<file path="src/rtl/mips_mc_ctrl.sv">
// mips_mc_ctrl - multi-cycle sequencer for the MIPS core.
//
// Moves each instruction through FETCH -> DECODE -> EXEC -> MEM -> WB.
// The instruction class is latched from op/func in DECODE. Outputs are
// combinational from the state and the class. The class used in DECODE
// itself comes straight from the decoder, because the class register is
// only written at the end of that cycle.
//
// Optional feature macro: MC_ILLEGAL_TRAP_EN
//   defined   : ILLEGAL instructions go DECODE -> TRAP (vector redirect, no retire)
//   undefined : ILLEGAL instructions execute as NOP (retire in EXEC)
//
// Ports:
//   clk, rst_n          clock, asynchronous active-low reset
//   op, func            instruction[31:26], instruction[5:0]
//   mem_ready           imem/dmem access completes this cycle
//   md_done             mul/div result valid (1-cycle pulse)
//   br_cond             resolved branch condition
//   imem_req, ir_we     fetch request, instruction register load
//   pc_we, pc_src       PC write and source (0 PC+4, 1 branch, 2 jump, 3 trap)
//   alu_srcb, alu_op    ALU operand B select and function
//   dmem_req, dmem_we   data memory request / write
//   rf_we, rf_wsel      register write, dest select (0 rd, 1 rt, 2 r31)
//   rf_dsel             write data select (0 ALU, 1 mem, 2 link, 3 HI/LO)
//   md_start            mul/div start pulse
//   md_timeout          mul/div wait expired
//   retire              instruction completed
//   state               current state (debug)
//
// state | meaning
// ------+---------------------------------------------
// IDLE  | after reset, always moves to FETCH
// FETCH | instruction fetch, waits for mem_ready
// DECODE| class decode; jumps finish here
// EXEC  | ALU step; branches / NOP finish here
// MEM   | load/store access, waits for mem_ready
// WB    | register file write-back
// MDWAIT| waits for md_done or timeout
// TRAP  | redirect PC to the exception vector

module mips_mc_ctrl #(
    parameter int MD_TIMEOUT   = 64,
    parameter int TRAP_VEC_SEL = 3
) (
    input  logic       clk,
    input  logic       rst_n,
    input  logic [5:0] op,
    input  logic [5:0] func,
    input  logic       mem_ready,
    input  logic       md_done,
    input  logic       br_cond,
    output logic       imem_req,
    output logic       ir_we,
    output logic       pc_we,
    output logic [1:0] pc_src,
    output logic       alu_srcb,
    output logic [3:0] alu_op,
    output logic       dmem_req,
    output logic       dmem_we,
    output logic       rf_we,
    output logic [1:0] rf_wsel,
    output logic [1:0] rf_dsel,
    output logic       md_start,
    output logic       md_timeout,
    output logic       retire,
    output logic [2:0] state
);

    typedef enum logic [2:0] {
        S_IDLE   = 3'd0,
        S_FETCH  = 3'd1,
        S_DECODE = 3'd2,
        S_EXEC   = 3'd3,
        S_MEM    = 3'd4,
        S_WB     = 3'd5,
        S_MDWAIT = 3'd6,
        S_TRAP   = 3'd7
    } state_t;

    typedef enum logic [3:0] {
        C_NOP, C_RALU, C_JR, C_JALR, C_MD, C_IALU, C_LOAD,
        C_STORE, C_BR, C_J, C_JAL, C_ILLEGAL
    } cls_t;

    // ALU function per class; R-type and I-type are refined by the datapath
    // from func/op respectively.
    localparam logic [3:0] ALU_ADD  = 4'h0;
    localparam logic [3:0] ALU_RFN  = 4'h1;
    localparam logic [3:0] ALU_IFN  = 4'h2;
    localparam logic [3:0] ALU_SUB  = 4'h3;

    localparam int CW = $clog2(MD_TIMEOUT) + 1;
    localparam logic [CW-1:0] MD_LAST = CW'(MD_TIMEOUT - 1);

    state_t        state_q, state_d;
    cls_t          cls_q, dec_cls;
    logic [CW-1:0] md_cnt;

    always_comb begin
        dec_cls = C_ILLEGAL;
        case (op)
            6'h00: begin
                case (func)
                    6'h08:                      dec_cls = C_JR;
                    6'h09:                      dec_cls = C_JALR;
                    6'h18, 6'h19, 6'h1A, 6'h1B: dec_cls = C_MD;
                    default:                    dec_cls = C_RALU;
                endcase
            end
            6'h08, 6'h09, 6'h0A, 6'h0B,
            6'h0C, 6'h0D, 6'h0E, 6'h0F:          dec_cls = C_IALU;
            6'h20, 6'h21, 6'h23, 6'h24, 6'h25:   dec_cls = C_LOAD;
            6'h28, 6'h29, 6'h2B:                 dec_cls = C_STORE;
            6'h01, 6'h04, 6'h05:                 dec_cls = C_BR;
            6'h02:                               dec_cls = C_J;
            6'h03:                               dec_cls = C_JAL;
            default:                             dec_cls = C_ILLEGAL;
        endcase
    end

    always_ff @(posedge clk or negedge rst_n) begin
        if (!rst_n) begin
            state_q <= S_IDLE;
            cls_q   <= C_NOP;
            md_cnt  <= '0;
        end else begin
            state_q <= state_d;
            if (state_q == S_DECODE) cls_q <= dec_cls;
            // Counts cycles spent in MDWAIT; cleared whenever MDWAIT is left.
            if (state_q == S_MDWAIT && state_d == S_MDWAIT) md_cnt <= md_cnt + CW'(1);
            else                                             md_cnt <= '0;
        end
    end

    always_comb begin
        state_d    = state_q;
        imem_req   = 1'b0;
        ir_we      = 1'b0;
        pc_we      = 1'b0;
        pc_src     = 2'd0;
        alu_srcb   = 1'b0;
        alu_op     = ALU_ADD;
        dmem_req   = 1'b0;
        dmem_we    = 1'b0;
        rf_we      = 1'b0;
        rf_wsel    = 2'd0;
        rf_dsel    = 2'd0;
        md_start   = 1'b0;
        md_timeout = 1'b0;
        retire     = 1'b0;
        case (state_q)
            S_IDLE: state_d = S_FETCH;
            S_FETCH: begin
                imem_req = 1'b1;
                if (mem_ready) begin
                    ir_we   = 1'b1;
                    pc_we   = 1'b1;
                    state_d = S_DECODE;
                end
            end
            S_DECODE: begin
                state_d = S_EXEC;
                case (dec_cls)
                    C_J, C_JR, C_JAL, C_JALR: begin
                        pc_we   = 1'b1;
                        pc_src  = 2'd2;
                        retire  = 1'b1;
                        state_d = S_FETCH;
                        if (dec_cls == C_JAL || dec_cls == C_JALR) begin
                            rf_we   = 1'b1;
                            rf_dsel = 2'd2;
                            rf_wsel = (dec_cls == C_JAL) ? 2'd2 : 2'd0;
                        end
                    end
`ifdef MC_ILLEGAL_TRAP_EN
                    C_ILLEGAL: state_d = S_TRAP;
`endif
                    default: state_d = S_EXEC;
                endcase
            end
            S_EXEC: begin
                case (cls_q)
                    C_RALU: begin
                        alu_op  = ALU_RFN;
                        state_d = S_WB;
                    end
                    C_IALU: begin
                        alu_op   = ALU_IFN;
                        alu_srcb = 1'b1;
                        state_d  = S_WB;
                    end
                    C_LOAD, C_STORE: begin
                        alu_srcb = 1'b1;
                        state_d  = S_MEM;
                    end
                    C_BR: begin
                        alu_op  = ALU_SUB;
                        pc_we   = br_cond;
                        pc_src  = 2'd1;
                        retire  = 1'b1;
                        state_d = S_FETCH;
                    end
                    C_MD: begin
                        md_start = 1'b1;
                        state_d  = S_MDWAIT;
                    end
                    default: begin
                        // NOP, and ILLEGAL when trapping is not built in
                        retire  = 1'b1;
                        state_d = S_FETCH;
                    end
                endcase
            end
            S_MEM: begin
                dmem_req = 1'b1;
                dmem_we  = (cls_q == C_STORE);
                if (mem_ready) begin
                    if (cls_q == C_STORE) begin
                        retire  = 1'b1;
                        state_d = S_FETCH;
                    end else begin
                        state_d = S_WB;
                    end
                end
            end
            S_WB: begin
                rf_we   = 1'b1;
                retire  = 1'b1;
                rf_wsel = (cls_q == C_RALU) ? 2'd0 : 2'd1;
                rf_dsel = (cls_q == C_LOAD) ? 2'd1 : 2'd0;
                state_d = S_FETCH;
            end
            S_MDWAIT: begin
                // md_done takes priority over an expiring timeout
                if (md_done) begin
                    retire  = 1'b1;
                    state_d = S_FETCH;
                end else if (md_cnt == MD_LAST) begin
                    md_timeout = 1'b1;
                    retire     = 1'b1;
                    state_d    = S_FETCH;
                end
            end
            S_TRAP: begin
                pc_we   = 1'b1;
                pc_src  = 2'(TRAP_VEC_SEL);
                state_d = S_FETCH;
            end
            default: state_d = S_IDLE;
        endcase
    end

    assign state = state_q;

endmodule
</file>
<file path="config.mk">
export PLATFORM = sky130hd
export DESIGN_NAME = mips_mc_ctrl
export DESIGN_NICKNAME = d
export VERILOG_FILES = /design/src/rtl/mips_mc_ctrl.sv
export SDC_FILE = /design/constraint.sdc
export NUM_CORES = 1
export LEC_CHECK = 0
export ABC_AREA = 1
export CORE_ASPECT_RATIO = 0.75
export CORE_UTILIZATION = 40
export CTS_CLUSTER_SIZE = 8
export DETAILED_ROUTE_END_ITERATION = 10
export PLACE_DENSITY = 0.75
export SLEW_MARGIN = 5
export SYNTH_ARGS = -nofsm -noshare
export SYNTH_HDL_FRONTEND = slang
export SYNTH_SLANG_ARGS = --single-unit
</file>
<file path="constraint.sdc">
create_clock -name clk -period 2.3 [get_ports clk]
set_input_delay 0.69 -clock clk [delete_from_list [all_inputs] [get_ports clk]]
set_output_delay 0.69 -clock clk [all_outputs]
set_load 0.05 [all_outputs]
</file>
==> run metrics, run 1 <==
number of register bits inferred by synthesis 14; worst path cell trace ha_2 -> nand2_2 -> inv_2 -> nand2_4 -> nor2_4 -> nand2_2 -> or2_4 -> nand2_2 -> nand2_2 -> nand4_1 -> buf_12; die height 48.9 um; Hold Vio Cnt, Final 0; most common flop cell mapped by yosys sky130_fd_sc_hd__dfrtp_1; Area Growth Syn to Fin 82.7%; run status finished, violations left; RSZ-0062 raised after global routing true; later-pin clock latency in the skew report 250 ps; largest area contributor in the netlist sky130_fd_sc_hd__dfrtp_1; DRC violation count after routing 0; nature of the critical path endpoint output port; critical path class reg -> out; WP buf/inv 2; sequential-to-total area share from yosys stat 29.9%; Gate Count Post-Synth 177; synthesized area divided by synthesized cell count 6.63 um^2; drt via density 5.04; final period utilization 114%; Synth Warn # 0; post-detailed-placement half-perimeter wirelength 2640 um; CTS root buffer sky130_fd_sc_hd__clkbuf_8; Peak VDD IR 458 uV; area of the placeable core 0.00270 mm^2; maximum net fanout on the critical path 3; count of different cell masters after synthesis 29; TritonCTS clock tree yes; final WL 3680 um; max-cap violations 0; Critical-path top delay cell sky130_fd_sc_hd__dfrtp_1; CTS H-tree depth 1; clock tree buffer depth 2; worst-margin pin slew 655 ps; share of the synthesized area in the top cell type 29.9%; leading cell types in the layout, fill and taps excluded 25 x sky130_fd_sc_hd__inv_1, 25 x sky130_fd_sc_hd__nand2_1, 25 x sky130_fd_sc_hd__buf_4, 18 x sky130_fd_sc_hd__buf_12; weighted congestion reported at the end of routability-driven placement 0.882; detailed-router iteration count before antenna repair 5; Max Clock Freq 383 MHz; post-route setup slack -311 ps; Area contributors post-synth sky130_fd_sc_hd__dfrtp_1 30%, sky130_fd_sc_hd__nor2_1 11%, sky130_fd_sc_hd__nand2_1 9.9%, sky130_fd_sc_hd__inv_1 9.6%, sky130_fd_sc_hd__nand3_1 5.5%; leftover overflow at the end of global routing 0; via count of the first global-routing pass 1,290; Hold WC Path Type reg -> reg; element type at the critical path start flip-flop; number of rows in the core area 16; clock slew at reported path FFs 60 ps; boundary pin count 40; largest stage delay on the critical path 360 ps; critical path's top delay family simple AND/OR/NAND/NOR gates; first-pass GRT wire length 6000 um; violations in the final reports setup timing; combined area of all synthesized cells 0.00117 mm^2; Initial Util 43.4%; most frequent cell on the critical path sky130_fd_sc_hd__nand2_2; area of the die 0.00316 mm^2; Final Power 1.97 mW; relative slew slack 56.2%; total clock sinks 14; via count of the routed design 1,385; arrival time at the worst endpoint 1920 ps; Post-Place Cells 261; total clock buffers created by CTS 3; pin count of the biggest net entering global routing 15; proportion of layout cells with a drive suffix above 1 52.7%; net count of the finished layout 258; post-route non-filler standard cell count 275; Leakage Power 1.03 nW; overall fraction of global-route tracks in use 24.4%; number of flops mapped to enable cells by yosys 0; Die W 64.5 um; time the final worst path needs with I/O delays and setup 2610 ps; IO buf count 37; async set or reset register ratio after synthesis 100%; data required time of the critical path 1610 ps; average detailed-routed wire length per instance 13.4 um; antenna violation net count after detailed routing 0; final setup vio count 7; maximum clock skew at final layout 4.86 ps; Pwr per Cell Area 917 mW/mm^2; antenna cell count 0; antenna violations before repair 0; count of routing violations after the opening detailed-route iteration 78; Final Slew Violations 0
-- worst paths after layout --
| kind | from | endpoint | slack [ps] | depth (start not counted) |
|---|---|---|---|---|
| worst min register to register | md_cnt[6] | md_cnt[6] | 550 | 2 |
| max in group asynchronous | rst_n | cls_q[0] | 990 | 1 |
| worst min-delay path | md_cnt[6] | md_cnt[6] | 550 | 2 |
| worst max-delay path | md_cnt[0] | retire | -310 | 11 |
| worst max register to register | md_cnt[0] | state[2] | 510 | 10 |
| min in group asynchronous | rst_n | state[0] | 840 | 1 |
-- cell usage after synthesis (all sizes together), types with 2 or more instances --
cell type / instances
xor2: 2
a21oi: 2
nor4: 2
nor3: 5
buf: 3
nand4: 4
o21ai: 6
nor2: 40
nand2: 39
dfrtp: 14
nand3: 17
inv: 33
-- final cells by class --
cell class / instances / area, um^2
clock buffers: 4 / 55.1
fillers: 175 / 558
inverters: 33 / 131
multi-input cells: 128 / 853
flip-flops and latches: 14 / 355
well taps: 36 / 45.0
repair buffers: 60 / 704
-- routing by layer --
metal	track usage, %	up-vias	share of wire (%)
met5	0	-	0
li1	-	680	-
met3	5.37	2	7.0
met4	5.56	0	0.35
met2	39.6	57	49
met1	32.9	646	44
-- stage by stage --
stage	hold slack, ps	setup TNS, ps	area (um^2)	utilization, %	worst slack (ps)
2_1_floorplan	394	-252	1280	-	-175
3_3_place_gp	447	-3440	1950	72.3	-610
3_5_place_dp	466	-3710	1950	72.3	-663
4_1_cts	533	-1380	2030	75.0	-250
5_1_grt	597	-2360	2140	79.4	-383
6_report	545	-1680	2140	79.4	-311
-- worst reg2reg max path, delay by kind of cell, from the launching register on --
family	cells	cell delay (ps)
compound gates	1	130
fa+ha+maj	1	210
buf+inv	2	220
flops	1	360
simple gates	6	740
-- flip-flops by register name, indices dropped and copies added, names as in the netlist --
register	flops
md_cnt	7
cls_q	4
state	3
-- report_power, final --
part	internal, mW	switching [mW]	leakage (nW)	total (mW)
logic	0.532	0.779	0.826	1.31
registers	0.313	0.0982	0.177	0.412
clock network	0.152	0.0917	0.0288	0.243
total	0.997	0.969	1.03	1.97
-- cell families after synthesis --
| group | synth area share (%) |
|---|---|
| xor+xnor | 1.49 |
| buf+inv | 12.3 |
| fa+ha+maj | 1.07 |
| other cells | 0.320 |
| flops | 29.9 |
| compound gates | 8.10 |
| simple gates | 46.9 |
-- repair_timing --
| item | 4_1_cts | 5_1_grt |
|---|---|---|
| setup buffers | 3 | 7 |
| resized for setup | 60 | 21 |
| hold buffers | 0 | 0 |
| hold endpoints to repair | 0 | 0 |
| pin swaps | 20 | 19 |
| setup endpoints to repair | 10 | 14 |
No activity file was read; power rests on OpenSTA's default activity.
==> run 2: changes to the inputs <==
--- a/config.mk
+++ b/config.mk
@@ -11,6 +11,7 @@
 export CTS_CLUSTER_SIZE = 8
 export DETAILED_ROUTE_END_ITERATION = 10
 export PLACE_DENSITY = 0.75
+export REMOVE_ABC_BUFFERS = 1
 export SLEW_MARGIN = 5
 export SYNTH_ARGS = -nofsm -noshare
 export SYNTH_HDL_FRONTEND = slang
==> run 2 against run 1 <==
Against the previous run:
- the run still ends with setup timing left
- non-clock buffer count rose by 4
- sequential share of layout area shrank 0.39 points
- flip-flop and latch count unchanged
- critical path depth did not move
- wire length increased by 13%
- critical endpoint is now rf_we
- critical path type is now in -> out
- hold slack worse by 13 ps
- register-to-register slack gained 240 ps
- largest cell class unchanged
==> run metrics, run 2 (synthesized netlist as in run 1, its figures left out) <==
run status finished, violations left; violations in the final reports setup timing; Die W 64.5 um; antenna cell count 0; TritonCTS clock tree yes; overall fraction of global-route tracks in use 27.5%; antenna violation net count after detailed routing 0; setup slack after placement -670 ps; Comb power frac 66.5%; clock tree buffer depth 2; leftover overflow at the end of global routing 0; count of routing violations after the opening detailed-route iteration 96; IO buf count 37; weighted congestion reported at the end of routability-driven placement 0.891; drt via density 5.19; boundary pin count 40; Peak VDD IR 528 uV; total clock sinks 14; via count of the routed design 1,449; final design instance area without fill 0.00217 mm^2; Final Slew Violations 0; CTS H-tree depth 1; worst-margin pin slew 661 ps; data required time of the critical path 1610 ps; critical path class in -> out; Hold WC Path Type reg -> reg; most frequent standard cell in the layout excluding fill and tap cells sky130_fd_sc_hd__buf_4; die height 48.9 um; switching power total 983 uW; element type at the critical path start input port; Critical-path top delay cell sky130_fd_sc_hd__nor2_2; Max Clock Freq 379 MHz; first-pass GRT wire length 6580 um; Leakage Power 1.05 nW; maximum clock skew at final layout 8.23 ps; CTS root buffer sky130_fd_sc_hd__clkbuf_8; number of rows in the core area 16; antenna violations before repair 0; proportion of layout cells with a drive suffix above 1 53.1%; via count of the first global-routing pass 1,451; nature of the critical path endpoint output port; RSZ-0062 raised after global routing true; post-detailed-placement half-perimeter wirelength 2760 um; arrival time at the worst endpoint 1950 ps; pin count of the biggest net entering global routing 15; average detailed-routed wire length per instance 14.9 um; Clk network pwr share 12.6%; worst path cell trace buf_2 -> inv_1 -> nand2_1 -> nand3_2 -> nand3_1 -> nor2_2 -> nand2_2 -> nor2_2 -> nand2_2 -> nand3_2 -> buf_12; final setup vio count 7; number of flip-flops under the largest register name 7; Initial Util 43.4%; top register by number of flip-flops md_cnt; Pwr per Cell Area 910 mW/mm^2; number of buffers inserted for hold repair after clock tree synthesis 0; max-cap violations 0; DRC violation count after routing 0; Hold Vio Cnt, Final 0; final WL 4170 um; placed inst area 0.00189 mm^2; net count of the finished layout 262; detailed-router iteration count before antenna repair 4; time the final worst path needs with I/O delays and setup 2640 ps; area of the placeable core 0.00270 mm^2; largest stage delay on the critical path 200 ps; worst hold-check slack 532 ps; Area Growth Syn to Fin 85.2%; register-to-register setup slack 750 ps; internal power of the cells 995 uW; Final Power 1.98 mW; final period utilization 115%; relative slew slack 55.8%; area of the die 0.00316 mm^2; clock slew at reported path FFs 60 ps; total clock buffers created by CTS 3; Switching Fraction 49.7%; later-pin clock latency in the skew report 260 ps; leading cell types in the layout, fill and taps excluded 28 x sky130_fd_sc_hd__buf_4, 24 x sky130_fd_sc_hd__inv_1, 21 x sky130_fd_sc_hd__nand2_1, 18 x sky130_fd_sc_hd__nor2_1, 18 x sky130_fd_sc_hd__buf_12; maximum net fanout on the critical path 5; Flop pwr share 20.8%; post-route setup slack -338 ps
-- run 2: timing repair --
item,4_1_cts,5_1_grt
pin swaps,26,16
resized for setup,79,26
setup buffers,7,2
endpoints found under the setup margin,12,14
-- run 2: metrics by stage --
stage	std cells	TNS (ps)	utilization (%)
3_3_place_gp	267	-3750	70.0
3_5_place_dp	267	-3900	70.0
4_1_cts	277	-1380	77.9
5_1_grt	279	-2230	80.4
6_report	279	-1670	80.4
2_1_floorplan	175	-9290	-
-- run 2: path summary, 6_finish.rpt --
| check | start | endpoint | depth (start not counted) |
|---|---|---|---|
| min reg2reg | md_cnt[6] | md_cnt[6] | 2 |
| max | op[0] | rf_we | 11 |
| max in group asynchronous | rst_n | state[2] | 1 |
| max reg2reg | md_cnt[0] | state[1] | 9 |
| min | md_cnt[6] | md_cnt[6] | 2 |
| min in group asynchronous | rst_n | state[0] | 1 |
-- run 2: power groups by stage --
stage | Combinational [mW] | Clock, mW | Sequential, mW
after floorplan | 0.552 | 0 | 0.450
after global placement | 1.17 | 0 | 0.378
after detailed placement | 1.19 | 0 | 0.384
after CTS | 1.23 | 0.248 | 0.387
after global routing | 1.38 | 0.269 | 0.417
final | 1.32 | 0.250 | 0.412
-- run 2: metal layers --
| layer | GRT usage (%) | share of wire, % | vias to the layer above |
|---|---|---|---|
| met2 | 48.4 | 50 | 73 |
| met1 | 32.8 | 42 | 681 |
| met5 | 0 | 0 | - |
| met3 | 6.07 | 7.2 | 7 |
| met4 | 9.26 | 1.2 | 0 |
| li1 | - | - | 688 |
-- run 2: cell type report --
class                      instances  area, um^2
clock buffer                       4        55.1
fill                             140         529
inverter                          33         126
multi-input combinational        128         865
sequential                        14         352
tap                               36        45.0
timing repair buffer              64         731
-- run 2: critical path: cells and delay by family --
kind	cells	cell delay (ps)
buffers and inverters	3	370
and+or+nand+nor	8	870
